--- src/rtl/wb_arbiter_pkg.sv ---
// wb_arbiter_pkg
// Shared types and helpers for the Wishbone N:1 arbiter.
//   arb_state_t : arbiter FSM states (ARB_IDLE, ARB_BUSY)
//   rr_next     : round-robin winner search starting just above the last grant
//   onehot2idx  : one-hot vector to binary index
// Vectors are sized for the largest supported master count (8); callers
// zero-extend narrower request vectors.
package wb_arbiter_pkg;

   localparam int MAX_MASTERS = 8;

   typedef enum logic {
      ARB_IDLE = 1'b0,
      ARB_BUSY = 1'b1
   } arb_state_t;

   // Searches last+1, last+2, ... wrapping at n. Returns last when no request
   // is set; callers gate on |req.
   function automatic logic [2:0] rr_next(input logic [MAX_MASTERS-1:0] req,
                                          input logic [2:0]             last,
                                          input int                     n);
      logic [2:0] win;
      logic       found;
      int         idx;
      win   = last;
      found = 1'b0;
      for (int k = 1; k <= MAX_MASTERS; k++) begin
         idx = int'(last) + k;
         // last < n and k <= n, so a single subtraction wraps correctly
         if (idx >= n) idx = idx - n;
         if (!found && (k <= n) && req[idx[2:0]]) begin
            win   = idx[2:0];
            found = 1'b1;
         end
      end
      return win;
   endfunction

   function automatic logic [2:0] onehot2idx(input logic [MAX_MASTERS-1:0] oh);
      logic [2:0] idx;
      idx = '0;
      for (int i = 0; i < MAX_MASTERS; i++) begin
         if (oh[i]) idx = idx | 3'(i);
      end
      return idx;
   endfunction

endpackage

--- src/rtl/wb_rr_arbiter.sv ---
// wb_rr_arbiter
// Round-robin arbiter with a grant that is held until the owner releases it.
// Reusable for any shared resource, not only Wishbone.
// Ports:
//   clk, rstn   : clock, asynchronous active-low reset
//   i_req       : request vector (one bit per requester)
//   i_release   : owner is done; sampled only while busy
//   o_gnt       : registered one-hot grant, zero while idle
//   o_last      : index of the most recent winner (the owner while busy)
//   o_state     : FSM state (0 = idle, 1 = busy) for debug
// A release is followed by one idle cycle before the next grant.
module wb_rr_arbiter
   import wb_arbiter_pkg::*;
#(
   parameter int N  = 4,
   parameter int IW = (N > 1) ? $clog2(N) : 1
) (
   input  logic          clk,
   input  logic          rstn,
   input  logic [N-1:0]  i_req,
   input  logic          i_release,
   output logic [N-1:0]  o_gnt,
   output logic [IW-1:0] o_last,
   output logic          o_state
);

   arb_state_t        r_state;
   logic [N-1:0]      r_gnt;
   logic [IW-1:0]     r_last;
   logic [MAX_MASTERS-1:0] w_req8;
   logic [2:0]        w_win;
   logic [N-1:0]      w_win_oh;

   always_comb begin
      w_req8         = '0;
      w_req8[N-1:0]  = i_req;
      w_win          = rr_next(w_req8, 3'(r_last), N);
      w_win_oh       = '0;
      w_win_oh[w_win[IW-1:0]] = 1'b1;
   end

   always_ff @(posedge clk or negedge rstn) begin
      if (!rstn) begin
         r_state <= ARB_IDLE;
         r_gnt   <= '0;
         // Start just below master 0 so it has top priority after reset
         r_last  <= IW'(N - 1);
      end else begin
         case (r_state)
            ARB_IDLE: begin
               if (|i_req) begin
                  r_gnt   <= w_win_oh;
                  r_last  <= w_win[IW-1:0];
                  r_state <= ARB_BUSY;
               end
            end
            ARB_BUSY: begin
               if (i_release) begin
                  r_gnt   <= '0;
                  r_state <= ARB_IDLE;
               end
            end
            default: begin
               r_gnt   <= '0;
               r_state <= ARB_IDLE;
            end
         endcase
      end
   end

   assign o_gnt   = r_gnt;
   assign o_last  = r_last;
   assign o_state = r_state;

endmodule

--- src/rtl/wb_arbiter_nx1.sv ---
// wb_arbiter_nx1
// Shares one Wishbone slave port among N_MASTERS masters, round-robin, holding
// each grant for the whole CYC envelope so bursts and RMW stay atomic.
// Ports:
//   clk, rstn                       : clock, asynchronous active-low reset
//   m_cyc/m_stb/m_we                : per-master control
//   m_adr/m_dat_w/m_sel/m_cti/m_bte : packed per-master fields, master i at slice i
//   m_dat_r                         : slave read data, broadcast
//   m_ack/m_err                     : per-master response, only to the owner
//   s_*                             : shared slave port (all zero while idle)
//   gnt                             : registered one-hot grant, zero while idle
// Optional macro WB_ARBITER_TIMEOUT_EN: watchdog that errors the owner's cycle
// after TIMEOUT_CYCLES consecutive stalled strobes.
module wb_arbiter_nx1
   import wb_arbiter_pkg::*;
#(
   parameter int N_MASTERS      = 4,
   parameter int WB_ADDR_WIDTH  = 32,
   parameter int WB_DATA_WIDTH  = 32,
   parameter int TIMEOUT_CYCLES = 256
) (
   input  logic                                 clk,
   input  logic                                 rstn,
   input  logic [N_MASTERS-1:0]                 m_cyc,
   input  logic [N_MASTERS-1:0]                 m_stb,
   input  logic [N_MASTERS-1:0]                 m_we,
   input  logic [N_MASTERS*WB_ADDR_WIDTH-1:0]   m_adr,
   input  logic [N_MASTERS*WB_DATA_WIDTH-1:0]   m_dat_w,
   input  logic [N_MASTERS*WB_DATA_WIDTH/8-1:0] m_sel,
   input  logic [N_MASTERS*3-1:0]               m_cti,
   input  logic [N_MASTERS*2-1:0]               m_bte,
   output logic [WB_DATA_WIDTH-1:0]             m_dat_r,
   output logic [N_MASTERS-1:0]                 m_ack,
   output logic [N_MASTERS-1:0]                 m_err,
   output logic                                 s_cyc,
   output logic                                 s_stb,
   output logic                                 s_we,
   output logic [WB_ADDR_WIDTH-1:0]             s_adr,
   output logic [WB_DATA_WIDTH-1:0]             s_dat_w,
   output logic [WB_DATA_WIDTH/8-1:0]           s_sel,
   output logic [2:0]                           s_cti,
   output logic [1:0]                           s_bte,
   input  logic [WB_DATA_WIDTH-1:0]             s_dat_r,
   input  logic                                 s_ack,
   input  logic                                 s_err,
   output logic [N_MASTERS-1:0]                 gnt
);

   localparam int AW = WB_ADDR_WIDTH;
   localparam int DW = WB_DATA_WIDTH;
   localparam int SW = WB_DATA_WIDTH / 8;
   localparam int IW = (N_MASTERS > 1) ? $clog2(N_MASTERS) : 1;

   if (N_MASTERS < 1 || N_MASTERS > MAX_MASTERS || (DW % 8) != 0 || TIMEOUT_CYCLES < 1)
   begin : g_param_check
      $error("wb_arbiter_nx1: unsupported parameter combination");
   end

   logic [N_MASTERS-1:0] w_gnt;
   logic [IW-1:0]        w_gidx;
   logic                 w_state;
   logic                 w_busy;
   logic                 w_release;
   logic                 w_timeout;

   // While busy the last-winner pointer is the owner's index
   wb_rr_arbiter #(.N(N_MASTERS), .IW(IW)) u_rr (
      .clk       (clk),
      .rstn      (rstn),
      .i_req     (m_cyc),
      .i_release (w_release),
      .o_gnt     (w_gnt),
      .o_last    (w_gidx),
      .o_state   (w_state)
   );

   assign w_busy    = (w_state == ARB_BUSY);
   assign w_release = ~m_cyc[w_gidx];

`ifdef WB_ARBITER_TIMEOUT_EN
   localparam int TW = $clog2(TIMEOUT_CYCLES + 1);
   logic [TW-1:0] r_to_cnt;

   assign w_timeout = w_busy && (r_to_cnt == TW'(TIMEOUT_CYCLES));

   // Counts consecutive strobed cycles without a slave response
   always_ff @(posedge clk or negedge rstn) begin
      if (!rstn) begin
         r_to_cnt <= '0;
      end else if (!w_busy || w_timeout || !m_stb[w_gidx] || s_ack || s_err) begin
         r_to_cnt <= '0;
      end else begin
         r_to_cnt <= r_to_cnt + 1'b1;
      end
   end
`else
   assign w_timeout = 1'b0;
`endif

   always_comb begin
      s_cyc   = 1'b0;
      s_stb   = 1'b0;
      s_we    = 1'b0;
      s_adr   = '0;
      s_dat_w = '0;
      s_sel   = '0;
      s_cti   = '0;
      s_bte   = '0;
      if (w_busy) begin
         s_cyc   = m_cyc[w_gidx];
         // The watchdog cycle withdraws the strobe so the slave sees no access
         s_stb   = m_stb[w_gidx] & ~w_timeout;
         s_we    = m_we[w_gidx];
         s_adr   = m_adr[w_gidx*AW +: AW];
         s_dat_w = m_dat_w[w_gidx*DW +: DW];
         s_sel   = m_sel[w_gidx*SW +: SW];
         s_cti   = m_cti[w_gidx*3 +: 3];
         s_bte   = m_bte[w_gidx*2 +: 2];
      end
   end

   // Response routing is combinational so an ACK in the CYC-drop cycle still arrives
   assign m_ack   = {N_MASTERS{s_ack}} & w_gnt;
   assign m_err   = {N_MASTERS{s_err | w_timeout}} & w_gnt;
   assign m_dat_r = s_dat_r;
   assign gnt     = w_gnt;

endmodule

--- config.mk ---
export PLATFORM = sky130hd
export DESIGN_NAME = wb_arbiter_nx1
export DESIGN_NICKNAME = d
export VERILOG_FILES = /design/src/rtl/wb_arbiter_pkg.sv /design/src/rtl/wb_rr_arbiter.sv /design/src/rtl/wb_arbiter_nx1.sv
export SDC_FILE = /design/constraint.sdc
export NUM_CORES = 1
export LEC_CHECK = 0
export CAP_MARGIN = 20
export CORE_AREA = 5 5 173 175
export DETAILED_ROUTE_END_ITERATION = 16
export DIE_AREA = 0 0 178 180
export PLACE_DENSITY_LB_ADDON = 0.12
export SLEW_MARGIN = 10
export SYNTH_ARGS = -nofsm -noshare
export SYNTH_HDL_FRONTEND = slang
export SYNTH_SLANG_ARGS = --single-unit
--- constraint.sdc ---
create_clock -name clk -period 3.1 [get_ports clk]
set_input_delay 0.465 -clock clk [delete_from_list [all_inputs] [get_ports clk]]
set_output_delay 0.465 -clock clk [all_outputs]
set_load 0.01 [all_outputs]
==> metrics, run 1 <==
Synth Net Count=605; final hold violations=0; most common flop cell mapped by yosys=dfrtp_1; r2r startpoint=u_rr.o_last[0]; worst vdd ir=~290 uV; Num CTS Buffers=3; Avg WL per Cell=roughly 20 microns; Rows=62; All-Layer GR Usage=0.116; total global routing overflow=0; reg2reg setup slack=roughly 0.46 ns; core area=roughly 0.028 sq mm; CTS H-tree depth=1; number of flops mapped to enable cells by yosys=0; final WL=20500 microns; Max Cap Violations=0; Clock Pin Slew Worst Setup and Hold Paths=0.04 ns; fin crit share=0.945; worst skew pair latency=between 0.2 and 0.25 ns; Worst Tran Pin Value=0.528 ns; Post-route DRC=0; RSZ-0062 raised after global routing=no; detailed placer's ending HPWL=17900 microns; top-area cell type share of the netlist area=0.553; Setup TNS=0 ns; dominant cell type by area after synthesis=mux4_2; Avg Vias per Cell=~3.8; DP Area=0.00730 sq mm; postcts setup bufs=0; FILL cells=between 2000 and 3000; first-pass GRT wire length=28600 microns; fraction of registers with async set/reset=1.00; Die Area=approximately 0.032 sq mm; CTS tree=done; share of cells above drive strength 1=0.158; Placed Instances=slightly below 1000; commonest non-fill, non-tap cell in the layout=clkdlybuf4s50_1; CTS Buffer Depth=2; number of global-route vias before repair=about 4300; Area Overhead vs Synth=139%; static leakage=between 2 and 3 nW; most frequent cells in the layout=395 x clkdlybuf4s50_1, 83 x and2_1, 76 x mux4_2, 6 x buf_12; Max Clock Freq=342 MHz; chip height=180 microns; crit path kind=reg2out; total number of vias=approximately 3800; routability cong.=0.821; Crit. Startpoint=u_rr.o_last[0]; Post-CTS Hold Fix Bufs=0; WP data arrival=2.46 ns; Critical Path Sink=s_adr[26]; Nets=around 960; clock tree root buffer cell=clkbuf_16; fin cells=roughly 1000; Antenna Nets Post-Route=0; largest net degree at the start of global routing=37; post_cts resized=0; register area share after synthesis=0.0574; initial antenna violation count=3; port bufs=roughly 400; PwrDens=691 mW/mm^2; max-slew violation total from the final report=0; crit end category=primary output; DR iter-0 viols=97; Max-slew headroom=0.645; synth top area cells=mux4_2 55%, and2_1 17%, buf_4 7.8%; reg2reg end=u_rr.o_gnt[3]; Mapped Cells=264; Starting Density=0.109; Synth cell types=34; R2R depth=8; Tmin final=between 2 and 3 ns; CP Data Required Time=~2.6 ns; final setup vio count=0; clock sinks=7; Ys Warns=0; I/O pins=460; outcome=finished, final reports clean; Die X=178 microns; 1st-pass router iterations=4; design area=~0.0074 sq mm; min-delay worst type=in2async; clock skew=between 0.0015 and 0.002 ns; Post-Syn Area=around 0.0031 sq mm; CP Launch Type=register; Max FO, Critical Path=36; Syn Area/Cell=11.7 sq um; #FFs+latches synth=7
-- metrics by stage --
stage               setup WS, ns  total power (W)  hold WS [ns]  utilization
floorplan                  0.475          0.00279         0.169            -
global placement           0.362          0.00498         0.535        0.258
detailed placement         0.350          0.00499         0.544        0.258
CTS                       0.0885          0.00525         0.507        0.261
global route              0.0444          0.00547         0.525        0.261
finish                     0.172          0.00510         0.491        0.261
-- power by group --
part / switching [W] / internal, W / total [W]
registers: 0.000111 / 0.000152 / 0.000263
logic: 0.00182 / 0.00280 / 0.00462
clock network: 0.0000476 / 0.000171 / 0.000219
-- logic make-up after synthesis --
group,synth area share
xor+xnor,0.00849
fa+ha+maj,0.00404
mux,0.566
compound gates,0.0416
buf+inv,0.126
simple gates,0.197
flops,0.0574
-- cell usage after synthesis (2+ instances only) --
master    instances
dfstp_2           2
nand3_1           2
buf_2            11
o21a_1            2
dfrtp_1           5
xnor2_1           3
buf_6             3
mux2_4            2
clkbuf_1         13
o21ai_1           3
a22o_1            2
buf_4            32
and2_1           83
nand2_1           4
mux4_2           76
inv_1             3
-- metal layers --
layer,up-vias,global-route usage,part of all wire
met1,1835,0.126,0.36
li1,1701,-,-
met3,18,0.0334,0.10
met2,251,0.224,0.53
met5,-,0,0.0013
met4,4,0.0176,0.010
-- worst min-delay path by stage --
| stage | start | endpoint | slack [ns] | cells past startpoint |
|---|---|---|---|---|
| 5_1_grt | rstn | u_rr.o_gnt[3] | 0.53 | 1 |
| 4_1_cts | rstn | u_rr.o_gnt[3] | 0.51 | 1 |
| 3_5_place_dp | u_rr.o_gnt[0] | u_rr.o_gnt[0] | 0.54 | 2 |
| 2_1_floorplan | rstn | u_rr.o_gnt[0] | 0.17 | 0 |
| 6_report | rstn | u_rr.o_gnt[3] | 0.49 | 1 |
| 3_3_place_gp | u_rr.o_gnt[1] | u_rr.o_gnt[1] | 0.54 | 2 |
-- critical path: stages, from the launching register on --
cell and delay, ns:
dfstp_4 0.66, buf_12 0.29, mux4_2 0.55, and2_1 0.21
clkdlybuf4s50_1 0.51
-- flip-flops by register name, summed over array words and instances (netlist names) --
name          cells
u_rr.o_gnt        4
u_rr.o_last       2
u_rr.o_state      1
-- area by class of cell --
type	count	area [sq um]	share of cell area
sequential	7	186	0.0252
multi-input combinational	195	2530	0.342
inverter	3	11.3	0.00152
tap	384	480	0.0651
antenna	1	2.50	0.000339
timing repair buffer	404	4100	0.555
clock buffer	4	78.8	0.0107
No activity file was read; power rests on OpenSTA's default activity.
==> run 2, diff against run 1 <==
Settings changed: ABC_AREA set to 0, CAP_MARGIN 20 to 40, CORE_AREA 5 5 173 175 to 5 5 174 176, DIE_AREA 0 0 178 180 to 0 0 179 181, SYNTH_HIERARCHICAL set to 1.
==> run 2 against run 1 <==
Compared with the run above:
- combinational power is 13% higher
- core utilization barely moved
- register-to-register slack got worse by 0.03 ns
- non-clock buffer count rose by 10
- sequential cell count is the same
- sequential power down 11%
- die area rose by 1.1%
- first-iteration DRC count is 44% higher
- clock power about the same
- synthesized cell count increased by 37%
- cell area grew 0.63%
- via count is 14% higher
- critical endpoint is now s_adr[16]
- largest power group unchanged
==> metrics, run 2 <==
clock tree root buffer cell=clkbuf_16; most frequent cells in the layout=395 x clkdlybuf4s50_1, 153 x mux2i_1, 77 x o22ai_1, 11 x buf_4, 9 x and2_1; core area=0.0285 sq mm (+0.55%); sequential cell fraction of total power=0.041 (-0.011); Rows=62 (unchanged); Nets=1055 (+10%); Crit path top cell by count=buf_12; initial antenna violation count=1 (-2); Avg Vias per Cell=3.97 (+4.1%); Net Switching=0.00254 W (+29%); max reg flops=4 (unchanged); worst skew pair latency=0.23 ns (about the same); Die X=179 microns (+0.56%); Antenna Nets Post-Route=0 (unchanged); count leader, synth=mux2i_1; Starting Density=0.114 (+0.00463); Die Area=0.0324 sq mm (+1.1%); largest net degree at the start of global routing=40 (+8.1%); Worst Tran Pin Value=0.512 ns (-0.0158 ns); reg2reg setup slack=0.43 ns (-0.03 ns); Max Clock Freq=360 MHz (+5.5%); clock sinks=7 (unchanged); FILL cells=3105 (+4.1%); routability cong.=0.793 (-3.5%); Avg WL per Cell=19.0 microns (-7.1%); Post-Syn Area=0.00324 sq mm (+4.8%); max-slew violation total from the final report=0 (unchanged); worst vdd ir=321 uV (+12%); Clock Pin Slew Worst Setup and Hold Paths=0.04 ns (about the same); Post-route DRC=0 (unchanged); number of global-route vias before repair=4820 (+12%); slowest CP cell=dfstp_4; Syn Area/Cell=8.96 sq um (-24%); dominant cell type by area after synthesis=mux2i_1; CTS H-tree depth=1 (unchanged); DR iter-0 viols=140 (+44%); switch share=0.449 (+0.0613); detailed placer's ending HPWL=17900 microns (+0.16%); final WL=20900 microns (+2.1%); internal power=0.00312 W (about the same); Hold WS=0.501 ns (+0.00943 ns); Synth cell types=40 (+18%); ANT cells=0 (-1); PwrDens=762 mW/mm^2 (+10%); Mapped Cells=362 (+37%); commonest non-fill, non-tap cell in the layout=clkdlybuf4s50_1; All-Layer GR Usage=0.117 (+0.00116); #FFs+latches synth=7 (unchanged); WP data arrival=2.31 ns (-0.15 ns); synth top area cells=mux2i_1 47%, o22ai_1 15%, buf_4 7.6%; post_cts resized=0 (unchanged); clock skew=0.000274 ns (-0.00167 ns); total global routing overflow=0 (unchanged); worst path cell trace=buf_12 > buf_12 > mux2i_1 > o22ai_1 > clkdlybuf4s50_1; crit end category=primary output; CP Launch Type=register; Clk network pwr share=0.039 (-0.004); register area share after synthesis=0.0548 (-0.00263); Num CTS Buffers=3 (unchanged); critical path's largest stage delay=0.76 ns (+0.10 ns); Post-CTS Hold Fix Bufs=0 (unchanged); Area Overhead vs Synth=129%; Commonest cells post-synth=153 x mux2i_1, 77 x o22ai_1, 33 x buf_4, 10 x buf_2; fraction of registers with async set/reset=1.00 (unchanged); final hold violations=0 (unchanged); Gate power share=0.919 (+0.013); CTS tree=done; share of cells above drive strength 1=0.0575 (-0.101); most common flop cell mapped by yosys=dfrtp_1; top-area cell type share of the netlist area=0.472 (-0.0809); Synth Net Count=703 (+16%); outcome=finished, final reports clean; 1st-pass router iterations=4 (unchanged); RSZ-0062 raised after global routing=no; min-delay worst type=in2async; Max-slew headroom=0.658 (+0.0138); first-pass GRT wire length=29600 microns (+3.5%); Ys Warns=6 (+6); static leakage=2.90 nW (+14%); Tmin final=2.78 ns (-0.153 ns); number of flops mapped to enable cells by yosys=0 (unchanged); I/O pins=460 (unchanged); Max FO, Critical Path=21 (-42%); crit path kind=reg2out; fin crit share=0.895 (-0.0492); Setup TNS=0 ns (unchanged); chip height=181 microns (+0.56%); postcts setup bufs=0 (unchanged); CTS Buffer Depth=2 (unchanged); CP Data Required Time=2.63 ns (about the same); port bufs=395 (unchanged); total number of vias=4360 (+14%); final setup vio count=0 (unchanged); Max Cap Violations=0 (unchanged)
-- run 2: final timing paths --
check / startpoint / to / cells after the start
min reg2reg: u_rr/o_gnt[3] / u_rr/o_gnt[3] / 1
min in group clk: u_rr/o_gnt[3] / u_rr/o_gnt[3] / 1
min: rstn / u_rr/o_gnt[3] / 1
max in group asynchronous: rstn / u_rr/o_last[0] / 1
max: u_rr/o_last[1] / s_adr[16] / 5
max reg2reg: u_rr/o_last[1] / u_rr/o_gnt[2] / 7
-- run 2: per-stage QoR --
stage | area, sq um | power [W] | std cells | worst slack [ns] | utilization
after floorplan | 3240 | 0.00327 | 362 | 0.602 | -
after global placement | 7350 | 0.00550 | 1093 | 0.497 | 0.258
after CTS | 7430 | 0.00579 | 1097 | 0.230 | 0.261
after global routing | 7430 | 0.00604 | 1097 | 0.201 | 0.261
after detailed placement | 7350 | 0.00553 | 1093 | 0.440 | 0.258
final | 7430 | 0.00566 | 1097 | 0.325 | 0.261
-- run 2: cell type report --
cell class	instances	area [sq um]	area share
sequential	7	181	0.0244
tap	384	480	0.0647
inverter	3	11.3	0.00152
timing repair buffer	414	4200	0.565
clock buffer	4	78.8	0.0106
multi-input combinational	285	2480	0.334
-- run 2: kinds of logic (layout without fill, tap and decap cells) --
family                     count (synthesis)  count (layout)  synth area share
AOI/OAI and AO/OA                         94              94             0.196
muxes                                    162             162             0.511
and+or+nand+nor                           28              28            0.0536
buffers and inverters                     70             421             0.181
DFF                                        7               7            0.0548
adders and majority gates                  1               1           0.00386
-- run 2: power groups by stage --
stage          registers (W)  clock network (W)  logic (W)
3_3_place_gp        0.000236                  0    0.00527
5_1_grt             0.000247           0.000232    0.00556
4_1_cts             0.000239           0.000226    0.00533
2_1_floorplan       0.000196                  0    0.00307
3_5_place_dp        0.000238                  0    0.00529
6_report            0.000235           0.000222    0.00521
-- run 2: worst max-delay path, delay by kind of cell, from the launching register on --
kind	cells	cell delay [ns]
buffers and inverters	3	0.93
DFF	1	0.76
AOI/OAI and AO/OA	1	0.12
muxes	1	0.24
-- run 2: metal layers --
layer / share of wire / global-route usage / up-vias
met4: 0.029 / 0.0344 / 2
met1: 0.35 / 0.126 / 1974
met3: 0.10 / 0.0366 / 44
li1: - / - / 2083
met5: 0.00062 / 0 / -
met2: 0.51 / 0.217 / 257
